**config.mk**
```make
export PLATFORM = sky130hd
export DESIGN_NAME = pc_fetch_ctrl
export DESIGN_NICKNAME = d
export VERILOG_FILES = /design/src/rtl/pc_pkg.sv /design/src/rtl/pc_fetch_ctrl.sv
export SDC_FILE = /design/constraint.sdc
export NUM_CORES = 1
export LEC_CHECK = 0
export CORE_ASPECT_RATIO = 0.8
export CORE_MARGIN = 4
export CORE_UTILIZATION = 50
export CTS_CLUSTER_SIZE = 24
export DETAILED_ROUTE_END_ITERATION = 6
export GPL_TIMING_DRIVEN = 0
export PLACE_DENSITY = 0.88
export SLEW_MARGIN = 40
export SYNTH_ARGS = -nofsm -noshare
export SYNTH_HDL_FRONTEND = slang
export SYNTH_SLANG_ARGS = --single-unit
```
**constraint.sdc**
```tcl
create_clock -name Clk -period 4.5 [get_ports Clk]
set_input_delay 1.35 -clock Clk [delete_from_list [all_inputs] [get_ports Clk]]
set_output_delay 1.35 -clock Clk [all_outputs]
set_load 0.02 [all_outputs]
```
**src/rtl/pc_pkg.sv**
```systemverilog
// Shared types and defaults for the program-counter / fetch sequencer.
package pc_pkg;

    typedef enum logic [1:0] {
        IDLE,
        RUN,
        DONE
    } pc_state_t;

    localparam int PC_W_DEFAULT = 12;

endpackage

```
**src/rtl/pc_fetch_ctrl.sv**
```systemverilog
// Program counter and run/idle/done fetch sequencer for the 8-bit core.
// Optional single-entry call/return link register enabled by defining PC_LINK_EN.
module pc_fetch_ctrl
    import pc_pkg::*;
#(
    parameter int unsigned  D      = PC_W_DEFAULT,
    parameter logic [D-1:0] PC_RST = '0
) (
    input  logic         Clk,
    input  logic         Reset,
    input  logic         Start,
    input  logic         Stall,
    input  logic         BranchEn,
    input  logic         AbsJump,
    input  logic [D-1:0] Target,
    input  logic         Halt,
`ifdef PC_LINK_EN
    input  logic         Call,
    input  logic         Ret,
`endif
    output logic [D-1:0] PC,
    output logic         Running,
    output logic         Done
);

    localparam logic [D-1:0] PC_ONE = {{(D-1){1'b0}}, 1'b1};

    pc_state_t    r_state;
    pc_state_t    w_stateNext;
    logic [D-1:0] r_pc;
    logic [D-1:0] w_pcNext;
`ifdef PC_LINK_EN
    logic [D-1:0] r_link;
    logic [D-1:0] w_linkNext;
`endif

    // Next-state / next-PC selection; relative branches wrap by dropping the carry.
    always_comb begin
        w_stateNext = r_state;
        w_pcNext    = r_pc;
`ifdef PC_LINK_EN
        w_linkNext  = r_link;
`endif
        case (r_state)
            IDLE, DONE: begin
                if (Start) begin
                    w_stateNext = RUN;
                    w_pcNext    = PC_RST;
                end
            end
            RUN: begin
                if (Halt) begin
                    w_stateNext = DONE;
                end else if (Stall) begin
                    w_pcNext = r_pc;
                end
`ifdef PC_LINK_EN
                else if (Call) begin
                    w_linkNext = r_pc + PC_ONE;
                    w_pcNext   = Target;
                end else if (Ret) begin
                    w_pcNext = r_link;
                end
`endif
                else if (BranchEn) begin
                    w_pcNext = AbsJump ? Target : (r_pc + Target);
                end else begin
                    w_pcNext = r_pc + PC_ONE;
                end
            end
            default: begin
                w_stateNext = IDLE;
                w_pcNext    = PC_RST;
            end
        endcase
    end

    always_ff @(posedge Clk or posedge Reset) begin
        if (Reset) begin
            r_state <= IDLE;
            r_pc    <= PC_RST;
`ifdef PC_LINK_EN
            r_link  <= '0;
`endif
        end else begin
            r_state <= w_stateNext;
            r_pc    <= w_pcNext;
`ifdef PC_LINK_EN
            r_link  <= w_linkNext;
`endif
        end
    end

    assign PC      = r_pc;
    assign Running = (r_state == RUN);
    assign Done    = (r_state == DONE);

endmodule

```
Word level (Yosys, flattened, before mapping) --
Index checks and enable logic that the tools add are counted.
Operators by class: $add $sub $neg 2, eq/ne operators 6, mux-type cells 9, reduce and logical (&&, ||, !) cells 4
Operators with widths (count):
- $mux W12 | 5
- $pmux W12 S2 | 1
- $add A12 B1 Y12 const B | 1
- $add A12 B12 Y12 | 1
- $ne A2 B2 Y1 const B | 4
- $mux W2 | 2
- $pmux W2 S2 | 1
- $reduce_and A3 Y1 | 1
- $eq A2 B1 Y1 const B | 1
- $eq A2 B2 Y1 const B | 1
- $logic_not A2 Y1 | 1
- $reduce_and A2 Y1 | 1
- $reduce_or A2 Y1 | 1
Storage, ports and cells: bits in registers 14, logic and storage cells 23

Longest topological paths before layout --
word-level depth 6, mapped depth 8

Worst setup path after synthesis --
OpenSTA, ideal clock, no wires.
path kind input port to flip-flop, from input Target[0], to register r_pc[8], in the netlist PC[8], data arrival time 3.040 ns, setup slack 1.394 ns, stages on the path 8, path through ha_1 fa_1 a211oi_1 o211ai_1 and3_1 o311ai_1 o311ai_1 nand2_1
Between the ends: cells in the longest elaborated chain, start to end 6
RTL lines:
- start: declaration | RTL line pc_fetch_ctrl.sv:15 | input logic [D-1:0] Target,
- $add A12 B12 Y12 | RTL line pc_fetch_ctrl.sv:66 | w_pcNext = AbsJump ? Target : (r_pc + Target);
- $mux W12 | RTL line pc_fetch_ctrl.sv:66
- $mux W12 | RTL line pc_fetch_ctrl.sv:65 | else if (BranchEn) begin
- $mux W12 | RTL line pc_fetch_ctrl.sv:54 | end else if (Stall) begin
- $mux W12 | RTL line pc_fetch_ctrl.sv:52 | if (Halt) begin
- $pmux W12 S2 | RTL line pc_fetch_ctrl.sv:44 | case (r_state)
- end signal: assignment | RTL line pc_fetch_ctrl.sv:87 | r_pc <= w_pcNext;
- end: declaration | RTL line pc_fetch_ctrl.sv:30 | logic [D-1:0] r_pc;
No other way between the ends. The select of a mux whose other input is x is not followed. A chain may end at the register's enable or synchronous reset.

Worst setup path in the final report --
Same ends and word-level chain as after synthesis.

==> out/metrics.cfg <==
[yosys]
synth_nets=221
synth_area_per_cell_um2=7.587
synth_warnings=0
async_flop_share=1.000
synth_area_um2=1434
ys_seq_area_frac=0.2443
syn_inst=189
synth_ff_type=dfrtp_1
synth_seq_cells=14
yosys.cell_types.count=40
synth_edf_count=0

[sta]
rsz0062_at_grt=no
hold-worst-slack_ns=0.5354
skew_ns=0.0008012
finalHoldViolCount=0
period_minus_slack_ns=3.593
slew_headroom=0.6451
setup_slack_ns=0.9065
setup_viol=0
max_freq_ghz=0.2783
slew_viol_final=0
setup_tns_ns=0
fin_crit_sh=0.7985
tightest_slew_ns=0.5275

[placed_design]
dp_hpwl_mm=2.997
io_buffers=32
routabilityCongestion=0.8556
dp_slack_ns=0.6258

[layout]
layout_common_cells=clkdlybuf4s50_1, nand2_1, nor2_1
fillers=230
final_nets=258
diodes=0
area_delta_synth_final_pct=27.23
final_common_cell=clkdlybuf4s50_1
layout-drive-gt1-share=0.02232

[min_path]
min_path_type=reg -> reg
min-delay-start=r_state[0]
whs_path_depth=1
whs_endpoint=r_state[0]

[die]
die_w_um=67.87
fp.dieH_um=55.90
start_util=0.5226
core_um2=2744
rows=17
die-area_um2=3794
ios=33

[clock_network]
ctsHoldBuffers=0
cts_setup_buffers=0
cts_root_buffer=clkbuf_4
cts_buffers=3
clkSlewWorstSetupHoldPaths_ns=0.08
clkLatencyLatePin_ns=0.27
cts_resized=0
clockBufferDepth=2
cts_tree=built
cts_sinks=14
cts_htree_levels=1

[detailed_routing]
drt_first_pass_iters=4
vias=1509
drc=0
ant_nets=0
viasPerCell=5.760
wirelength_mm=3.762
wl_per_cell_um=14.36
drtIter0Drc=139

[worst_setup_path]
worstPathMaxFanout=3
cp-start-kind=input port
worstPathArrival_ns=3.81
rr_endpoint=PC[8]
r2r_slack_ns=1.97
r2r-start=PC[0]
end_kind=register
worstPathRequired_ns=4.71
r2r_cells=8
critPathKind=in -> reg

[grt]
grt_pass1_wl_mm=6.237
grt_max_degree=15
antenna_found_initial=0
grt_overflow_total=0
grt_pass1_vias=1381
grtUsageTotal=0.2072

[pwr]
ir_worst_vdd_uv=194.9
p_leak_uw=0.0008069
p_per_area_nw_per_um2=239.5

[run]
maxCapViolations=0

[run_status]
status=finished clean

cell type report:
type,instances,area [µm²],area share
Sequential cell,14,350.3,0.1920
Inverter,8,30.03,0.01646
Tap cell,38,47.55,0.02606
Buffer,5,18.77,0.01029
Multi-Input combinational cell,162,1035,0.5672
Clock buffer,3,22.52,0.01235
Timing Repair Buffer,32,320.3,0.1756
cells by family after synthesis:
| kind of cell | synth area share |
|---|---|
| flops | 0.2443 |
| fa+ha+maj | 0.1187 |
| xor+xnor | 0.07330 |
| buf+inv | 0.03403 |
| mux | 0.04276 |
| simple gates | 0.2304 |
| compound gates | 0.2565 |
per-stage QoR:
step           std cells  total power, µW  instance area [µm²]  utilization
3_5_place_dp         259            367.7                 1802       0.6566
3_3_place_gp         259            363.3                 1802       0.6566
5_1_grt              262            469.7                 1824       0.6648
4_1_cts              262            439.5                 1824       0.6648
2_1_floorplan        189            290.7                 1434            -
6_report             262            436.9                 1824       0.6648
worst max-delay path, cell delays in order:
cell and delay [ns]:
clkdlybuf4s50_1 0.43, ha_1 0.25, fa_1 0.43, a211oi_1 0.35
o211ai_1 0.20, and3_1 0.21, o311ai_1 0.34, o311ai_1 0.16
nand2_1 0.08
cells in the mapped netlist, drive strengths merged, types with 2 or more instances:
cell / count / share of area
mux2i: 5 / 0.035
xnor2: 7 / 0.043
o21ai: 19 / 0.066
xor2: 5 / 0.031
o311ai: 2 / 0.012
and3: 6 / 0.026
ha: 12 / 0.10
nor2: 19 / 0.050
o22ai: 3 / 0.013
dfrtp: 14 / 0.24
nor3: 6 / 0.021
o21bai: 2 / 0.010
nand2b: 2 / 0.0087
o31ai: 2 / 0.010
a221oi: 2 / 0.012
a31oi: 2 / 0.0087
nor4: 3 / 0.013
a21oi: 13 / 0.045
inv: 8 / 0.021
nand3: 5 / 0.017
a211oi: 2 / 0.010
o221ai: 2 / 0.012
clkbuf: 5 / 0.013
a21o: 4 / 0.021
nand2: 26 / 0.068
metal layers:
metal | share of wire | GRT usage | up-vias | wire length [µm]
met5 | 0 | 0 | - | 0
met4 | 0.0024 | 0.05099 | 0 | 9
met3 | 0.072 | 0.02222 | 2 | 270
met2 | 0.44 | 0.2996 | 53 | 1668
met1 | 0.48 | 0.3242 | 684 | 1815
li1 | - | - | 770 | -
flip-flops by register name, summed over array words and instances, names as in the netlist:
| register | count |
|---|---|
| PC | 12 |
| r_state | 2 |
where the power goes:
part           switching [µW]  internal, µW  leakage, µW
sequential               20.6           139     0.000190
clock                    38.1          31.0    0.0000138
combinational             113          95.3     0.000603
worst max-delay path by stage:
stage               slack, ns  endpoint  cells after the start  startpoint
floorplan                1.39     PC[8]                      8   Target[0]
global route             0.75     PC[8]                      9   Target[0]
detailed placement       0.63     PC[8]                      9   Target[0]
global placement         0.68     PC[8]                      9   Target[0]
CTS                      0.91     PC[8]                      9   Target[0]
finish                   0.91     PC[8]                      9   Target[0]
No activity file was read; power rests on OpenSTA's default activity.
